**config.mk**
```make
export PLATFORM = sky130hd
export DESIGN_NAME = bmp_frame_packer
export DESIGN_NICKNAME = d
export VERILOG_FILES = /design/src/rtl/bmp_frame_packer.sv
export SDC_FILE = /design/constraint.sdc
export NUM_CORES = 1
export LEC_CHECK = 0
export BUFFER_PORTS_ARGS = -buffer_cell sky130_fd_sc_hd__buf_2
export CAP_MARGIN = 20
export CORE_UTILIZATION = 46
export CTS_BUF_LIST = sky130_fd_sc_hd__clkbuf_16
export DETAILED_ROUTE_END_ITERATION = 16
export MAX_ROUTING_LAYER = met4
export PLACE_DENSITY = 0.71
export REMOVE_ABC_BUFFERS = 1
export SETUP_SLACK_MARGIN = 0.4
export SYNTH_ARGS = -nofsm -noshare
export SYNTH_HDL_FRONTEND = slang
export SYNTH_SLANG_ARGS = --single-unit
export TNS_END_PERCENT = 1
```
**constraint.sdc**
```tcl
create_clock -name clk -period 4.05 [get_ports clk]
set_input_delay 0.405 -clock clk [delete_from_list [all_inputs] [get_ports clk]]
set_output_delay 0.405 -clock clk [all_outputs]
set_load 0.01 [all_outputs]
```
**src/rtl/bmp_frame_packer.sv**
```systemverilog
// Packs multi-pixel RGB/grey beats into BMP frame-store writes: BGR byte order,
// bottom-up or top-down row order, 4-byte row padding, completion and overrun flags.
module bmp_frame_packer #(
    parameter int IMAGE_WIDTH  = 768,
    parameter int IMAGE_HEIGHT = 512,
    parameter int PIX_PER_CLK  = 2,
    parameter int CHANNELS     = 3,
    parameter int DATA_WIDTH   = 8,
    parameter int BOTTOM_UP    = 1,
    parameter int ADDR_WIDTH   = 21
) (
    input  logic                                        clk,
    input  logic                                        reset,
    input  logic                                        frame_Start,
    input  logic                                        horizontal_Pulse,
    input  logic [PIX_PER_CLK*CHANNELS*DATA_WIDTH-1:0]  pix_Data,
    output logic                                        mem_We,
    output logic [ADDR_WIDTH-1:0]                       mem_Addr,
    output logic [PIX_PER_CLK*CHANNELS*DATA_WIDTH-1:0]  mem_Wdata,
    output logic                                        sig_Write_Done,
    output logic                                        sig_Overrun
);

    localparam int BEAT_W    = PIX_PER_CLK * CHANNELS * DATA_WIDTH;
    localparam int ROW_BYTES = ((IMAGE_WIDTH * CHANNELS + 3) / 4) * 4;
    localparam int M_W       = (IMAGE_WIDTH > 1) ? $clog2(IMAGE_WIDTH) : 1;
    localparam int L_W       = (IMAGE_HEIGHT > 1) ? $clog2(IMAGE_HEIGHT) : 1;

    localparam logic [M_W-1:0]        M_LAST      = M_W'(IMAGE_WIDTH - PIX_PER_CLK);
    localparam logic [M_W-1:0]        M_STEP      = M_W'(PIX_PER_CLK);
    localparam logic [L_W-1:0]        L_LAST      = L_W'(IMAGE_HEIGHT - 1);
    localparam logic [ADDR_WIDTH-1:0] A_ROW_BYTES = ADDR_WIDTH'(ROW_BYTES);
    localparam logic [ADDR_WIDTH-1:0] A_CHANNELS  = ADDR_WIDTH'(CHANNELS);
    localparam logic [ADDR_WIDTH-1:0] A_LAST_ROW  = ADDR_WIDTH'(IMAGE_HEIGHT - 1);

    // Reject parameter sets the address and counter arithmetic cannot represent.
    if (!(PIX_PER_CLK == 1 || PIX_PER_CLK == 2 || PIX_PER_CLK == 4)) begin : g_bad_pix
        $fatal(1, "bmp_frame_packer: PIX_PER_CLK must be 1, 2 or 4");
    end
    if (!(CHANNELS == 1 || CHANNELS == 3)) begin : g_bad_ch
        $fatal(1, "bmp_frame_packer: CHANNELS must be 1 or 3");
    end
    if (IMAGE_WIDTH < PIX_PER_CLK || (IMAGE_WIDTH % PIX_PER_CLK) != 0) begin : g_bad_width
        $fatal(1, "bmp_frame_packer: IMAGE_WIDTH must be a multiple of PIX_PER_CLK");
    end
    if (IMAGE_HEIGHT < 1 || DATA_WIDTH < 1) begin : g_bad_size
        $fatal(1, "bmp_frame_packer: IMAGE_HEIGHT and DATA_WIDTH must be positive");
    end
    if (ADDR_WIDTH < 1 || ADDR_WIDTH > 62 ||
        longint'(IMAGE_HEIGHT) * longint'(ROW_BYTES) > (longint'(1) << ADDR_WIDTH)) begin : g_bad_addr
        $fatal(1, "bmp_frame_packer: ADDR_WIDTH too small for IMAGE_HEIGHT*ROW_BYTES");
    end

    typedef enum logic [1:0] {
        S_IDLE,
        S_ACTIVE,
        S_DONE
    } state_t;

    state_t                  r_state;
    state_t                  w_state_nxt;
    logic [M_W-1:0]          r_m;
    logic [L_W-1:0]          r_l;
    logic                    w_accept;
    logic                    w_overrun;
    logic                    w_row_end;
    logic                    w_last;
    logic [ADDR_WIDTH-1:0]   w_row_index;
    logic [ADDR_WIDTH-1:0]   w_addr;
    logic [BEAT_W-1:0]       w_wdata;

    always_ff @(posedge clk or negedge reset) begin
        // NOTE: sequential state uses non-blocking assignments so every register
        // samples the pre-edge values regardless of statement order.
        if (!reset) begin
            r_state <= S_IDLE;
        end else begin
            r_state <= w_state_nxt;
        end
    end

    always_comb begin
        // NOTE: every signal gets a default first, so no path through the
        // if/else tree can leave it unassigned and infer a latch.
        w_state_nxt = r_state;
        w_accept    = 1'b0;
        w_overrun   = 1'b0;
        w_row_end   = (r_m == M_LAST);
        w_last      = w_row_end && (r_l == L_LAST);

        if (frame_Start) begin
            // A beat coinciding with frame_Start is dropped silently.
            w_state_nxt = S_ACTIVE;
        end else if (horizontal_Pulse) begin
            if (r_state == S_ACTIVE) begin
                w_accept = 1'b1;
                if (w_last) begin
                    w_state_nxt = S_DONE;
                end
            end else begin
                w_overrun = 1'b1;
            end
        end
    end

    always_comb begin
        w_row_index = (BOTTOM_UP != 0) ? (A_LAST_ROW - ADDR_WIDTH'(r_l)) : ADDR_WIDTH'(r_l);
        w_addr      = w_row_index * A_ROW_BYTES + ADDR_WIDTH'(r_m) * A_CHANNELS;
    end

    // RGB -> BGR within each pixel; with one channel this is the identity.
    always_comb begin
        w_wdata = '0;
        for (int p = 0; p < PIX_PER_CLK; p++) begin
            for (int j = 0; j < CHANNELS; j++) begin
                w_wdata[(p*CHANNELS + j)*DATA_WIDTH +: DATA_WIDTH] =
                    pix_Data[(p*CHANNELS + CHANNELS - 1 - j)*DATA_WIDTH +: DATA_WIDTH];
            end
        end
    end

    always_ff @(posedge clk or negedge reset) begin
        if (!reset) begin
            r_m <= '0;
            r_l <= '0;
        end else if (frame_Start) begin
            r_m <= '0;
            r_l <= '0;
        end else if (w_accept) begin
            if (w_row_end) begin
                r_m <= '0;
                r_l <= w_last ? '0 : r_l + 1'b1;
            end else begin
                r_m <= r_m + M_STEP;
            end
        end
    end

    always_ff @(posedge clk or negedge reset) begin
        if (!reset) begin
            mem_We         <= 1'b0;
            mem_Addr       <= '0;
            mem_Wdata      <= '0;
            sig_Write_Done <= 1'b0;
            sig_Overrun    <= 1'b0;
        end else begin
            mem_We      <= w_accept;
            sig_Overrun <= w_overrun;
            if (w_accept) begin
                mem_Addr  <= w_addr;
                mem_Wdata <= w_wdata;
            end
            if (frame_Start) begin
                sig_Write_Done <= 1'b0;
            end else if (w_accept && w_last) begin
                sig_Write_Done <= 1'b1;
            end
        end
    end

endmodule

```
==> flow_metrics.py <==
metrics = {
    "final_layout": {
        "diodes": 0,
        "regArea_um2": 2280,
        "finalNonFillerCells": 797,
        "final_nets": 746,
        "area_delta_synth_final_pct": 20.6,
        "filler_cell_count": 927,
        "drive_above_1_share_pct": 22.1,
        "multi_input_area_um2": 2430,
    },
    "worst_setup_path": {
        "cp-end-kind": "flip-flop",
        "critPathRequiredTime_ns": 4.32,
        "r2r_start": "r_l[4]",
        "critPathMaxFanout": 5,
        "critPathMaxStageDelay_ns": 0.39,
        "critPathSlowestCell": "dfrtp_1",
        "startpoint": "r_l[4]",
        "path_cells": "inv_1 > ha_1 > ha_1 > inv_1 > fa_1 > nand2b_1 > o2bb2ai_1 > nor3_1 > a31oi_1 > a2111oi_1 > o22a_1",
        "start_kind": "flip-flop",
        "path_class": "flip-flop to flip-flop",
        "arrival_ns": 3.19,
    },
    "pwr": {
        "p_per_area_nw_per_um2": 379,
        "combPwrFrac_pct": 15.6,
        "p_int_mw": 1.62,
        "peakVddDrop_mv": 0.249,
        "clock_power_share_pct": 36.3,
        "swShare_pct": 26.9,
        "switchingPower_uw": 596,
        "p_leak_nw": 3.08,
        "seqPwrFrac_pct": 48.1,
        "finalPower_mw": 2.22,
    },
    "floorplanning": {
        "die_w_um": 105,
        "start_util_pct": 47.2,
        "die_area_um2": 11000,
        "rows": 37,
        "dieHeight_um": 105,
        "ios": 124,
        "core-area_um2": 10300,
    },
    "clocking": {
        "cts_buffer_depth": 2,
        "clkLatencyLatePin_ns": 0.34,
        "cts_root_buf": "clkbuf_16",
        "ctsResizeCount": 0,
        "cts_tree": "built",
        "cts_sinks": 91,
        "holdBufCountCts": 0,
        "clk_pin_slew_ns": 0.06,
        "htree_levels": 3,
        "cts_setup_buffers": 0,
        "cts_buffers": 9,
    },
    "route": {
        "final_antenna_net_count": 0,
        "first_pass_iters": 5,
        "vias": 4080,
        "routed_wl_um": 10600,
        "drt_iter0_markers": 183,
        "wire_per_inst_um": 13.3,
        "avgViaCountPerCell": 5.12,
        "drc": 0,
    },
    "global_route": {
        "gr-total-overflow": 0,
        "antenna_found_initial": 0,
        "track_usage_pct": 20.5,
        "grt_pass1_vias": 3729,
        "grt_pass1_wl_um": 17600,
        "grt_max_degree": 88,
    },
    "synth": {
        "yosys.area.top_type_share_pct": 46.9,
        "ys_seq_area_share_pct": 46.9,
        "yosysWarnings": 0,
        "synth_area_leaders": "dfrtp_1, nand2_1, ha_1, xnor2_1, o21ai_0",
        "synth-xor-area-share_pct": 4.87,
        "synth_ff_type": "dfrtp_1",
        "synth_compound_gate_area_share_pct": 11.5,
        "synth_cell_types": 59,
        "yosys.area_share.simple_pct": 23.1,
        "synthCells": 540,
        "yosys-mux-area-fraction_pct": 0,
        "synth_top_cells_by_count": "nand2_1, dfrtp_1, ha_1",
        "yosysTopAreaCell": "dfrtp_1",
        "async_flop_share_pct": 100,
        "synthAdderAreaFrac_pct": 10.4,
        "synth_area_per_cell_um2": 8.99,
        "synth-edff-count": 0,
        "yosysMostFrequentCell": "nand2_1",
        "ys_ff_latch": 91,
        "synth_top_family_by_area": "simple AND/OR/NAND/NOR gates",
        "synth_area_um2": 4850,
    },
    "timing": {
        "setup_slack_ns": 1.13,
        "clock_skew_ns": 0.00806,
        "relSlewSlack_pct": 37.6,
        "fin_crit_sh_pct": 72.0,
        "tightest_slew_ns": 0.936,
        "finalCriticalPeriod_ns": 2.92,
        "tns_ns": 0,
        "max_freq_mhz": 343,
        "setup_violations": 0,
        "hold_violations": 0,
        "drv_slew": 0,
        "rsz0062_at_grt": "false",
    },
    "placed_design": {
        "io_buffers": 122,
        "dp.cells": 781,
        "gp_congestion": 0.898,
        "dp_slack_ns": 1.15,
        "hpwl_um": 7660,
    },
    "run_status": {
        "run_status": "completed",
    },
    "run": {
        "drv_cap": 0,
    },
    "hold_path": {
        "hold_path_class": "input pin to async pin",
    },
}
-- power groups by stage --
stage / sequential (mW) / clock (mW) / combinational, mW
after CTS: 1.07 / 0.826 / 0.353
after detailed placement: 1.08 / 0 / 0.352
final: 1.07 / 0.806 / 0.347
after global placement: 1.08 / 0 / 0.347
after floorplan: 1.13 / 0 / 0.116
after global routing: 1.08 / 0.855 / 0.393
-- kinds of logic (layout without fill, tap and decap cells) --
| logic type | count (synthesis) | count (layout) |
|---|---|---|
| XOR/XNOR | 27 | 27 |
| buffers and inverters | 37 | 157 |
| other | 1 | 2 |
| AO/OA/AOI/OAI | 84 | 84 |
| flip-flops | 91 | 91 |
| adder cells (fa/ha/maj) | 38 | 38 |
| AND/OR/NAND/NOR | 262 | 262 |
-- area by class of cell --
cell class	count	area share, %
inverters	17	1.09
clock inverters	7	1.07
repair buffers	124	10.7
well taps	136	2.91
flip-flops and latches	91	38.9
clock buffers	9	3.85
multi-input cells	413	41.4
-- sequential cells by signal, summed over array words and instances, names as in the netlist --
signal / cells
sig_Overrun: 1
mem_We: 1
r_l: 9
sig_Write_Done: 1
r_state: 2
r_m: 9
mem_Addr: 20
mem_Wdata: 48
-- placed cells by master, fill, tap and decap left out, types with 6 or more instances in the layout --
master     netlist  layout
nand2_1        188     188
buf_2            4     121
dfrtp_1         91      91
ha_1            34      34
o21ai_0         23      23
nor2_1          23      23
inv_1           16      19
a21oi_1         18      18
xnor2_1         17      17
nand3_1         12      12
xor2_1          10      10
clkbuf_16        0       9
nor3b_1          7       7
nor3_1           6       6
a21o_1           6       6
-- path summary, 6_finish.rpt --
kind / to / slack (ns) / depth (start not counted)
max: mem_Addr[20] / 1.13 / 11
min: r_l[7] / 0.18 / 1
max reg2reg: mem_Addr[20] / 1.13 / 11
min reg2reg: mem_Wdata[14] / 0.47 / 2
max in group asynchronous: mem_Wdata[13] / 3.02 / 2
min in group clk: mem_Wdata[45] / 0.26 / 3
-- per-layer routing --
layer	vias to the layer above	global-route usage [%]	wire, um
met5	-	-	0
met4	0	6.44	162
met3	11	3.62	490
met2	123	32.2	4860
met1	1905	27.2	5060
li1	2041	-	-
-- through the flow --
step | utilization, % | hold WS (ns) | cell area [um2]
3_3_place_gp | 54.2 | 0.452 | 5570
2_1_floorplan | - | 0.109 | 4770
5_1_grt | 57.0 | 0.257 | 5850
3_5_place_dp | 54.2 | 0.461 | 5570
4_1_cts | 57.0 | 0.212 | 5850
6_report | 57.0 | 0.177 | 5850
-- critical path: cells and delay by family (launching register included) --
| family | cells | cell delay (ns) |
|---|---|---|
| adder cells (fa/ha/maj) | 3 | 0.90 |
| AO/OA/AOI/OAI | 4 | 0.87 |
| AND/OR/NAND/NOR | 2 | 0.52 |
| flip-flops | 1 | 0.39 |
| buffers and inverters | 2 | 0.18 |
Note: power is estimated with default switching activity, not from simulation.
